`src/rtl/hamming_ecc_pkg.sv`:
```
// Shared definitions for the Hamming(7,4) byte encoder: FSM state type,
// codeword geometry and the nibble encoding function.
package hamming_ecc_pkg;

   localparam int unsigned CW_W      = 7;
   localparam int unsigned DATA_W    = 4;
   localparam int unsigned P_HI_IDX  = 6;
   localparam int unsigned P_MID_IDX = 5;
   localparam int unsigned P_LO_IDX  = 3;

   typedef enum logic [1:0] {
      ST_EMPTY,
      ST_FIRST,
      ST_SECOND
   } enc_state_t;

   // Data bits sit at 4,2,1,0; parity bits at 6,5,3 so that each parity
   // group XORs to zero over its covered positions.
   function automatic logic [CW_W-1:0] hamming_encode(input logic [DATA_W-1:0] d);
      logic [CW_W-1:0] c;
      c            = '0;
      c[4]         = d[3];
      c[2]         = d[2];
      c[1]         = d[1];
      c[0]         = d[0];
      c[P_HI_IDX]  = d[3] ^ d[2] ^ d[0];
      c[P_MID_IDX] = d[3] ^ d[1] ^ d[0];
      c[P_LO_IDX]  = d[2] ^ d[1] ^ d[0];
      return c;
   endfunction

endpackage

```
`src/rtl/hamming_ecc_nibble_encoder.sv`:
```
// Combinational 4-to-7 Hamming encoder around the package function.
module hamming_ecc_nibble_encoder
   import hamming_ecc_pkg::*;
(
   input  logic [DATA_W-1:0] nibble,
   output logic [CW_W-1:0]   codeword
);

   // Pure encode, no state.
   always_comb begin
      codeword = hamming_encode(nibble);
   end

endmodule

```
`src/rtl/hamming_ecc_byte_encoder.sv`:
```
// Byte-to-codeword encoder: takes a byte per input handshake and emits two
// Hamming(7,4) codewords, one per output handshake, plus a handshake counter.
// Optional build macro HAMMING_ERR_INJECT_EN adds inj_en/inj_pos ports that
// flip one bit of a codeword at the moment it is loaded.
module hamming_ecc_byte_encoder
   import hamming_ecc_pkg::*;
#(
   parameter int unsigned LOW_NIBBLE_FIRST = 1,
   parameter int unsigned COUNT_W          = 16
) (
   input  logic               clk,
   input  logic               rst,
   input  logic               in_valid,
   output logic               in_ready,
   input  logic [7:0]         in_data,
   output logic               cw_valid,
   input  logic               cw_ready,
   output logic [CW_W-1:0]    cw_data,
   output logic               cw_last,
   output logic [COUNT_W-1:0] cw_count
`ifdef HAMMING_ERR_INJECT_EN
   ,
   input  logic               inj_en,
   input  logic [2:0]         inj_pos
`endif
);

   enc_state_t        state;
   logic [7:0]        held;
   logic [DATA_W-1:0] nib_sel;
   logic [CW_W-1:0]   enc_cw;
   logic [CW_W-1:0]   inj_mask;
   logic [CW_W-1:0]   load_cw;

   function automatic logic [DATA_W-1:0] first_nib(input logic [7:0] b);
      return (LOW_NIBBLE_FIRST != 0) ? b[3:0] : b[7:4];
   endfunction

   function automatic logic [DATA_W-1:0] second_nib(input logic [7:0] b);
      return (LOW_NIBBLE_FIRST != 0) ? b[7:4] : b[3:0];
   endfunction

   // One shared encoder: in FIRST the next load is the held byte's second
   // nibble; in every other state a load can only come from a new input byte.
   always_comb begin
      nib_sel = (state == ST_FIRST) ? second_nib(held) : first_nib(in_data);
   end

   hamming_ecc_nibble_encoder u_enc (
      .nibble   (nib_sel),
      .codeword (enc_cw)
   );

   // Error-injection mask; a shift of 7 falls off the 7-bit word, so
   // inj_pos=7 naturally injects nothing.
   always_comb begin
      inj_mask = '0;
`ifdef HAMMING_ERR_INJECT_EN
      if (inj_en) inj_mask = CW_W'(7'd1 << inj_pos);
`endif
      load_cw = enc_cw ^ inj_mask;
   end

   // Combinational accept: empty, or finishing the second codeword this cycle.
   always_comb begin
      in_ready = !rst && ((state == ST_EMPTY) || ((state == ST_SECOND) && cw_ready));
   end

   always_comb begin
      cw_valid = (state != ST_EMPTY);
      cw_last  = (state == ST_SECOND);
   end

   // FSM, held byte, output codeword register and handshake counter.
   always_ff @(posedge clk) begin
      if (rst) begin
         state    <= ST_EMPTY;
         held     <= '0;
         cw_data  <= '0;
         cw_count <= '0;
      end else begin
         if (cw_valid && cw_ready) cw_count <= cw_count + COUNT_W'(1);
         unique case (state)
            ST_EMPTY: begin
               if (in_valid) begin
                  held    <= in_data;
                  cw_data <= load_cw;
                  state   <= ST_FIRST;
               end
            end
            ST_FIRST: begin
               if (cw_ready) begin
                  cw_data <= load_cw;
                  state   <= ST_SECOND;
               end
            end
            ST_SECOND: begin
               if (cw_ready) begin
                  if (in_valid) begin
                     held    <= in_data;
                     cw_data <= load_cw;
                     state   <= ST_FIRST;
                  end else begin
                     state   <= ST_EMPTY;
                  end
               end
            end
            default: state <= ST_EMPTY;
         endcase
      end
   end

endmodule

```
`config.mk`:
```
export PLATFORM = sky130hd
export DESIGN_NAME = hamming_ecc_byte_encoder
export DESIGN_NICKNAME = d
export VERILOG_FILES = /design/src/rtl/hamming_ecc_pkg.sv /design/src/rtl/hamming_ecc_nibble_encoder.sv /design/src/rtl/hamming_ecc_byte_encoder.sv
export SDC_FILE = /design/constraint.sdc
export NUM_CORES = 1
export LEC_CHECK = 0
export BUFFER_PORTS_ARGS = -buffer_cell sky130_fd_sc_hd__clkbuf_2
export CAP_MARGIN = 20
export CORE_ASPECT_RATIO = 0.7
export CORE_MARGIN = 1.5
export CORE_UTILIZATION = 24
export CTS_CLUSTER_DIAMETER = 30
export DETAILED_ROUTE_END_ITERATION = 7
export SETUP_SLACK_MARGIN = 0.05
export SYNTH_ARGS = -nofsm -noshare
export SYNTH_HDL_FRONTEND = slang
export SYNTH_SLANG_ARGS = --single-unit
```
`constraint.sdc`:
```
create_clock -name clk -period 2.8 [get_ports clk]
set_clock_uncertainty 0.1 [all_clocks]
set_input_delay 0.42 -clock clk [delete_from_list [all_inputs] [get_ports clk]]
set_output_delay 0.42 -clock clk [all_outputs]
set_load 0.005 [all_outputs]
```
# Word level (Yosys, flattened, before mapping)
# Index checks and enable logic that the tools add are counted.
# totals
output_inout_bits	26
ff_bits	33
wordCells	41
# op_classes
reduce_logical	12
eq_ne	5
n_addsub	1
muxes	13
bitwise	6
# op_table
operator	n
$mux 7	3
$pmux 7 s3	1
$add 16x1->16 const B	1
$mux 8	2
$pmux 8 s2	1
$mux 2	3
$ne 2x2->1 const B	3
$pmux 2 s3	1
$reduce_and 3->1	2
$xor 1x1->1	6
$mux 4	1
$reduce_bool 2->1	2
$logic_and 1x1->1	3
$reduce_bool 3->1	1
$eq 2x1->1 const B	1
$eq 2x2->1 const B	1
$logic_not 2->1	1
$reduce_and 2->1	1
$logic_not 1->1	1
$logic_or 1x1->1	1
$mux 1	1

# Depth between registers and ports, before layout
# Gate-level depths: netlist (run 1).
# depth
ltp_word	7
mapped_depth	6
depth_no_buf	5

# Cells and area by module
# A second synthesis (run 1) with hierarchy kept.
# hier_totals
hier_cells	142
hier_area_um2	1422.6
# modules_own_cells
module	area_per_inst_um2	instances	cells_per_inst	seq_area_each_um2
hamming_ecc_byte_encoder	1321.3	1	135	580.6
hamming_ecc_nibble_encoder	101.3	1	7	0.0

# Least setup slack after synthesis (run 1)
# Ideal clock, no wire load.
# synth_path
path_type	input port to flip-flop
start	input cw_ready
end	register cw_count[13]
arrival_time_ns	1.483
slack_ns	1.096
required_time_ns	2.579
stages	5
setup_ns	0.121
cell_sequence	buf_6 > o21ai_4 > or3_4 > nor3_1 > mux2_2
# synth_via
elab_chain_cells	1
# synth_rtl
item	line_no	text
start, declared	hamming_ecc_byte_encoder.sv:17	input logic cw_ready,
$logic_and 1x1->1	hamming_ecc_byte_encoder.sv:82	if (cw_valid && cw_ready) cw_count <= cw_count + COUNT_W'(1);
end signal, assigned	hamming_ecc_byte_encoder.sv:82	
end, declared	hamming_ecc_byte_encoder.sv:20	output logic [COUNT_W-1:0] cw_count
# No other way between the ends.
# A chain may end at the register's enable or synchronous reset.

# Final worst setup path (run 1)
# layout_path
start	register state[0]
end	register cw_count[13]
# layout_via
elab_chain_cells	2
# layout_rtl
item	line_no	text
start, declared	hamming_ecc_byte_encoder.sv:28	enc_state_t state;
start signal, assigned	hamming_ecc_byte_encoder.sv:77	state <= ST_EMPTY;
start signal, assigned	hamming_ecc_byte_encoder.sv:88	state <= ST_FIRST;
start signal, assigned	hamming_ecc_byte_encoder.sv:94	state <= ST_SECOND;
$reduce_bool 2->1	hamming_ecc_byte_encoder.sv:70	cw_valid = (state != ST_EMPTY);
$logic_and 1x1->1	hamming_ecc_byte_encoder.sv:82	
# No other way between the ends.

==> key figures, run 1 <==
Pwr
  – Peak VDD IR: 0.0001265 V
  – Pwr Total: roughly 0.0009 W
  – Pleak: between 0.7 and 0.8 nW
  – Pwr per Cell Area: 513.5 mW/mm^2

Timing
  – RSZ-0062 raised after global routing: false
  – Final Hold Vio Count: 0
  – Worst-margin pin slew: between 500 and 600 ps
  – Hold slack: between 200 and 300 ps
  – Final setup viols: 0
  – Final worst path period share: 0.6675
  – Max Clk Rate: ~540 MHz
  – Slew Limit Headroom: 0.6133
  – Tmin final: roughly 1900 ps
  – Max Slew Vio Count: 0
  – Setup ws final: 931.0 ps
  – Final setup TNS: 0 ps

Synth
  – Cells after Synth: 160
  – Netlist cell types: 33
  – Syn avg cell area: 9.071 sq um
  – Synth top cells by count: 29 x dfxtp_1, 27 x nor2_1, 15 x xnor2_1
  – Most frequent cell after synthesis: dfxtp_1
  – Cell taking the most area after synthesis: dfxtp_1
  – Area share of the largest cell type after synthesis: 0.4000
  – Async S/R FF share, synth: 0
  – Sequential fraction of the synthesis area: 0.4000
  – Number of flops mapped to enable cells by yosys: 0
  – #FFs+latches synth: 29
  – Yosys warns: 0
  – Syn Nets: approximately 170
  – Top post-synthesis cells by area: dfxtp_1 40%, xnor2_1 9.1%, mux2i_1 7.6%, nor2_1 7.0%, a211oi_1 3.6%
  – Mapped cell area: 0.001451 sq mm
  – Main synth FF type: dfxtp_1

Detailed routing
  – Metal1 wirelength: approximately 1700 microns
  – Met3 Routed Length: between 200 and 250 microns
  – Vias: 1,183
  – Met2 wire len: about 1200 microns
  – Initial DRC count: 57
  – Post-Route WL: 3122 microns
  – DRT Pass-1 Iters: 4
  – Vias per std cell: ~4.3
  – Detail Route Antenna Nets: 0
  – Drt drc: 0
  – Avg WL per Cell: roughly 11 microns
  – DR top layer: met4

Critical path
  – Worst-path fanout max: 11
  – Crit. Startpoint: state[0]
  – Crit path largest cell delay: 580 ps
  – Critical path class: flop to flop
  – R2R Path End: cw_count[13]
  – Reg2reg setup slack: 930 ps
  – Data required time of the worst path: about 2900 ps
  – Worst setup SP type: flop
  – CP endpoint kind: flop
  – Worst r2r src: state[0]
  – CP Data Arrival Time: between 1500 and 2000 ps
  – Critical Path End: cw_count[13]
  – R2R cell count: 4
  – Slowest stage cell, crit path: dfxtp_1
  – CP cell instances: o21ai_4 -> or3_4 -> nor3_1 -> mux2_2

Global routing
  – Total grt overflow: 0
  – Tot GR Track Use: 0.1019
  – Largest net degree at the start of global routing: 31
  – Vias in the first global route: 1,053
  – First-pass GRT wire length: approximately 5000 microns
  – Initial antenna violation count: 0

Placed design
  – Placement Setup Slack: around 880 ps
  – GPL Wtd Cong: 0.7047
  – HPWL Detailed: 2341 microns
  – IO Port Bufs: 37

Final layout
  – Area Overhead vs Synth: 21.29%
  – Ant. Diodes: 0
  – Fill cell count: 615
  – Layout cells sized above 1: 0.2792
  – Fin nets: 209
  – Core Util, Final: 0.3043

Clock tree
  – CTS Buf Count: 5
  – Post-CTS Hold Buffers: 0
  – Resize count post-CTS: 0
  – Clk sink count: 29
  – Clock H-tree levels: 2
  – Post-CTS setup buffers: 0
  – Skew-Pair Late Insertion Delay: 280 ps
  – Clock tree buffer depth: 2
  – Clk slew on worst S/H paths: around 60 ps
  – Root Driver: clkbuf_8
  – TritonCTS clock tree: done

Die
  – FP Rows: 23
  – Die Y: ~70 microns
  – Initial Utilization: 0.2509
  – Core area: 0.005784 sq mm
  – Die W: ~96 microns
  – Top Ports: 38
  – Die area: roughly 0.0065 sq mm

Run
  – Max_cap viols: 0

Status
  – Status: finished, final reports clean

Hold path
  – Worst hold path class: primary input to flop
==> metal layers <==
layer / GRT usage / vias up
met4: 0.03309 / 0
met1: 0.1430 / 541
li1: - / 617
met2: 0.1294 / 21
met5: 0 / -
met3: 0.05333 / 4
==> worst min-delay path by stage <==
| stage | start | end | slack (ps) | cells past startpoint |
|---|---|---|---|---|
| 2_1_floorplan | cw_count[15] | cw_count[15] | 370 | 2 |
| 3_3_place_gp | cw_count[15] | cw_count[15] | 390 | 2 |
| 3_5_place_dp | cw_count[15] | cw_count[15] | 390 | 2 |
| 4_1_cts | in_data[6] | held[6] | 280 | 3 |
| 5_1_grt | in_data[6] | held[6] | 290 | 3 |
| 6_report | in_data[6] | held[6] | 280 | 3 |
==> flip-flops by register name, indices dropped and copies added (netlist names) <==
register / flops
state: 2
cw_count: 16
held: 4
cw_data: 7
==> stage by stage <==
step	instance area, sq um	std cells
final	1760	272
after global routing	1760	272
after CTS	1760	272
after detailed placement	1678	264
after global placement	1678	264
after floorplan	1451	160
==> cells in the final DEF (no fill, tap or decap), types with 2 or more instances in the layout <==
cell type	instances
a211oi_1	7
a21oi_1	7
and4_1	2
clkbuf_2	37
clkbuf_8	5
clkinv_2	2
dfxtp_1	29
inv_1	2
mux2_2	2
mux2i_1	11
nand2_1	8
nand3_1	3
nand3_2	2
nor2_1	27
nor2b_1	5
nor3_1	4
nor4_1	2
o21ai_0	5
or3_1	5
xnor2_1	15
xor2_1	4
==> cells by family (layout without fill, tap and decap cells) <==
kind of cell | after synthesis | in the layout | synth area share
AOI/OAI and AO/OA | 23 | 23 | 0.1146
xor gates and xnor gates | 19 | 19 | 0.1147
adders and majority gates | 1 | 1 | 0.008619
buffers and inverters | 11 | 48 | 0.04655
DFF | 29 | 29 | 0.4000
muxes | 13 | 13 | 0.09138
and+or+nand+nor | 64 | 64 | 0.2242
==> area by class of cell <==
type	instances	area (sq um)	area share
repair buffers	38	192.7	0.1095
clock buffers	6	72.57	0.04122
multi-input cells	120	803.3	0.4563
clock inverters	2	10.01	0.005686
flip-flops and latches	29	580.6	0.3298
inverters	2	7.507	0.004264
well taps	75	93.84	0.05330
==> critical path, delay by kind of cell (launching register included) <==
kind	cells	cell delay, ps
AND/OR/NAND/NOR	2	600
flip-flops	1	580
multiplexers	1	350
AO/OA/AOI/OAI	1	130
==> power breakdown <==
group | switching (W) | internal [W] | leakage, nW
clock network | 0.000157 | 0.000172 | 0.0450
registers | 0.0000183 | 0.000432 | 0.237
logic | 0.0000629 | 0.0000616 | 0.427
Note: power is estimated with default switching activity, not from simulation.
==> run 2, diff against run 1 <==
--- a/config.mk
+++ b/config.mk
@@ -5,6 +5,7 @@
 export SDC_FILE = /design/constraint.sdc
 export NUM_CORES = 1
 export LEC_CHECK = 0
+export ABC_AREA = 1
 export BUFFER_PORTS_ARGS = -buffer_cell sky130_fd_sc_hd__clkbuf_2
 export CAP_MARGIN = 20
 export CORE_ASPECT_RATIO = 0.7
==> constraint.sdc (replaced) <==
create_clock -name clk -period 1.71 [get_ports clk]
set_clock_uncertainty 0.1 [all_clocks]
set_input_delay 0.2565 -clock clk [delete_from_list [all_inputs] [get_ports clk]]
set_output_delay 0.2565 -clock clk [all_outputs]
set_load 0.005 [all_outputs]
==> run 2 against run 1 <==
  * Routed wire length increased by 11%
  * Sequential power is 62% higher
  * Area after synthesis fell by 2.1%
  * Sequential share of layout area decreased by 0.60 points
  * Clock power rose by 68%
  * Critical path depth rose by 6
  * Via count grew 20%
  * Critical endpoint is now cw_data[3]
  * Highest routed layer unchanged
==> key figures, run 2 <==
Pwr
  – Pwr per Cell Area: 837.1 mW/mm^2 (was 513.5 mW/mm^2)
  – Peak VDD IR: 0.0002245 V (was 0.0001265 V)
  – Pwr Total: 0.001501 W (was 0.0009040 W)
  – Pleak: 0.8538 nW (was 0.7088 nW)

Critical path
  – R2R Path End: cw_data[3] (was cw_count[13])
  – CP Data Arrival Time: 1660 ps (was 1940 ps)
  – Worst r2r src: state[0] (unchanged)
  – Reg2reg setup slack: 160 ps (was 930 ps)
  – Worst-path fanout max: 13 (was 11)
  – Data required time of the worst path: 1820 ps (was 2870 ps)
  – Critical path class: flop to flop (unchanged)
  – R2R cell count: 10 (was 4)
  – Worst setup SP type: flop (unchanged)
  – CP endpoint kind: flop (unchanged)

Synth
  – Complex-gate fraction of the synthesized area: 0.1285 (was 0.1147)
  – Yosys warns: 0 (unchanged)
  – Number of flops mapped to enable cells by yosys: 0 (unchanged)
  – Mux cell area share after synthesis: 0 (was 0.09138)
  – Netlist cell types: 20 (was 33)
  – Most frequent cell after synthesis: nand2_1 (was dfxtp_1)
  – Cell taking the most area after synthesis: dfxtp_1 (unchanged)
  – Main synth FF type: dfxtp_1 (unchanged)
  – Async S/R FF share, synth: 0 (unchanged)
  – Area share of the largest cell type after synthesis: 0.4085 (was 0.4000)
  – Syn Nets: 226 (was 173)
  – Mapped cell area: 0.001421 sq mm (was 0.001451 sq mm)
  – Syn avg cell area: 6.673 sq um (was 9.071 sq um)
  – Sequential fraction of the synthesis area: 0.4085 (was 0.4000)
  – Synth Area in Simple Gates: 0.3504 (was 0.2241)
  – Fraction of the mapped netlist area in adder cells: 0.008803 (was 0.008621)
  – Top post-synthesis cells by area: dfxtp_1 41%, nand2_1 14%, nor2_1 8.2%, inv_1 7.9%, a21oi_1 5.3% (was dfxtp_1 40%, xnor2_1 9.1%, mux2i_1 7.6%, nor2_1 7.0%, a211oi_1 3.6%)
  – Xor and xnor area share after synthesis: 0.006162 (was 0.1147)
  – #FFs+latches synth: 29 (unchanged)
  – Cells after Synth: 213 (was 160)
  – Largest family of logic cells by synthesized area: simple AND/OR/NAND/NOR gates (unchanged)
  – Synth top cells by count: 54 x nand2_1, 31 x nor2_1, 30 x inv_1 (was 29 x dfxtp_1, 27 x nor2_1, 15 x xnor2_1)

Global routing
  – Largest net degree at the start of global routing: 18 (was 31)
  – Initial antenna violation count: 0 (unchanged)
  – First-pass GRT wire length: 5816 microns (was 4981 microns)
  – Vias in the first global route: 1,292 (was 1,053)
  – Total grt overflow: 0 (unchanged)
  – Tot GR Track Use: 0.1189 (was 0.1019)

Final layout
  – Commonest non-fill, non-tap cells in the layout: 54 x nand2_1, 37 x clkbuf_2, 31 x nor2_1, 30 x inv_1, 29 x dfxtp_1 (was 37 x clkbuf_2, 29 x dfxtp_1, 27 x nor2_1, 15 x xnor2_1, 11 x mux2i_1)
  – Max reg flops: 16 (unchanged)
  – Commonest non-fill, non-tap cell in the layout: nand2_1 (was clkbuf_2)
  – Final instance area: 0.001793 sq mm (was 0.001760 sq mm)
  – Biggest regs: cw_count (16), cw_data (7), held (4) (unchanged)
  – Layout cells sized above 1: 0.2296 (was 0.2792)
  – Area Overhead vs Synth: 26.14% (was 21.29%)
  – Cell Count, Final, Fillers Out: 332 (was 272)
  – Fin nets: 269 (was 209)
  – Most flops, register: cw_count (unchanged)
  – Ant. Diodes: 0 (unchanged)
  – Fill cell count: 627 (was 615)

Hold path
  – Hold path endpoint: held[7] (was held[6])
  – Cell count of the worst hold path: 3 (unchanged)
  – Hold_sp: in_data[7] (was in_data[6])
  – Worst hold path class: primary input to flop (unchanged)

Timing
  – Final worst path period share: 0.9048 (was 0.6675)
  – Hold slack: 129.2 ps (was 280.9 ps)
  – Final setup TNS: 0 ps (unchanged)
  – Worst-margin pin slew: 479.9 ps (was 578.9 ps)
  – Max Slew Vio Count: 0 (unchanged)
  – Final Hold Vio Count: 0 (unchanged)
  – Final setup viols: 0 (unchanged)
  – Slew Limit Headroom: 0.6797 (was 0.6133)
  – Max Clk Rate: 646.3 MHz (was 535.0 MHz)
  – RSZ-0062 raised after global routing: true (was false)
  – Tmin final: 1547 ps (was 1869 ps)

Placed design
  – Placed Instances: 324 (was 264)
  – Placed inst area: 0.001697 sq mm (was 0.001678 sq mm)
  – GPL Wtd Cong: 0.8160 (was 0.7047)
  – HPWL Detailed: 2725 microns (was 2341 microns)
  – IO Port Bufs: 37 (unchanged)

Detailed routing
  – Detail Route Antenna Nets: 0 (unchanged)
  – Vias per std cell: 4.292 (was 4.349)
  – DRT Pass-1 Iters: 4 (unchanged)
  – Post-Route WL: 3452 microns (was 3122 microns)
  – Vias: 1,425 (was 1,183)
  – Avg WL per Cell: 10.40 microns (was 11.48 microns)
  – Drt drc: 0 (unchanged)
  – Initial DRC count: 113 (was 57)

Clock tree
  – Resize count post-CTS: 0 (unchanged)
  – Post-CTS Hold Buffers: 0 (unchanged)
  – CTS Buf Count: 5 (unchanged)
  – Clk sink count: 29 (unchanged)
  – Clock H-tree levels: 2 (unchanged)
  – Post-CTS setup buffers: 0 (unchanged)
  – Root Driver: clkbuf_8 (unchanged)
  – Clk slew on worst S/H paths: 70 ps (was 60 ps)
  – TritonCTS clock tree: done (unchanged)
  – Clock tree buffer depth: 2 (unchanged)
  – Skew-Pair Late Insertion Delay: 280 ps (about the same)

Run
  – Max_cap viols: 0 (unchanged)

Die
  – Core area: 0.005727 sq mm (was 0.005784 sq mm)
  – Die Y: 67.39 microns (was 68.07 microns)
  – Die W: 94.98 microns (was 95.95 microns)
  – FP Rows: 23 (unchanged)
  – Top Ports: 38 (unchanged)
  – Die area: 0.006400 sq mm (was 0.006531 sq mm)
  – Initial Utilization: 0.2482 (was 0.2509)

Status
  – Status: finished, final reports clean (unchanged)
[run 2: cell types whose count changed after synthesis, sizes merged, moves of 7 or more]
cell   delta
nand2    +48
inv      +30
xnor2    -15
mux2i    -11
nand3     +9
a21oi     +8
nor2      +8
o21ai     +8
buf       -7
[run 2: cell families (layout without fill, tap and decap cells)]
logic type	after synthesis	after routing
simple gates	113	113
xor+xnor	1	1
buf+inv	35	79
compound gates	34	34
flops	29	29
fa+ha+maj	1	1
[run 2: worst max-delay path by stage]
stage                 from           end  slack [ps]  cells past startpoint
6_report          state[0]    cw_data[3]         160                     10
5_1_grt           state[0]    cw_data[3]          10                     10
3_5_place_dp      state[0]    cw_data[3]         130                     10
2_1_floorplan  cw_count[4]  cw_count[14]         390                      7
4_1_cts           state[0]    cw_data[3]         110                     10
3_3_place_gp      state[0]    cw_data[3]         130                     10
[run 2: layout make-up]
class	instances	area, sq um	area share
Clock buffer	5	68.82	0.03838
Clock inverter	3	17.52	0.009770
Tap cell	75	93.84	0.05234
Timing Repair Buffer	39	200.2	0.1117
Multi-Input combinational cell	149	711.9	0.3971
Inverter	32	120.1	0.06699
Sequential cell	29	580.6	0.3238
[run 2: metrics by stage]
step                worst slack, ps    util
finish                        162.8  0.3131
global route                  13.94  0.3131
CTS                           106.9  0.3113
detailed placement            129.0  0.2963
global placement              127.3  0.2963
floorplan                     390.9       -
[run 2: layer usage]
| metal | part of all wire | global-route usage |
|---|---|---|
| met1 | 0.55 | 0.1729 |
| met5 | 0 | 0 |
| met2 | 0.36 | 0.1509 |
| met3 | 0.080 | 0.04955 |
| met4 | 0.013 | 0.04478 |
[run 2: power by group]
part           switching (W)  leakage (nW)  internal, W  total, W
Clock               0.000273        0.0439     0.000280  0.000554
Sequential         0.0000204         0.237     0.000710  0.000730
Combinational       0.000135         0.573    0.0000824  0.000217
Total               0.000429         0.854      0.00107   0.00150
[run 2: critical path: stages, from the launching register on]
cell,delay [ps]
dfxtp_1,410
inv_2,90
nor2_4,170
nand2_2,130
nand2_4,160
nand2_1,110
nand2_1,70
inv_1,40
nand2_1,50
nand2_1,50
nor2_1,100
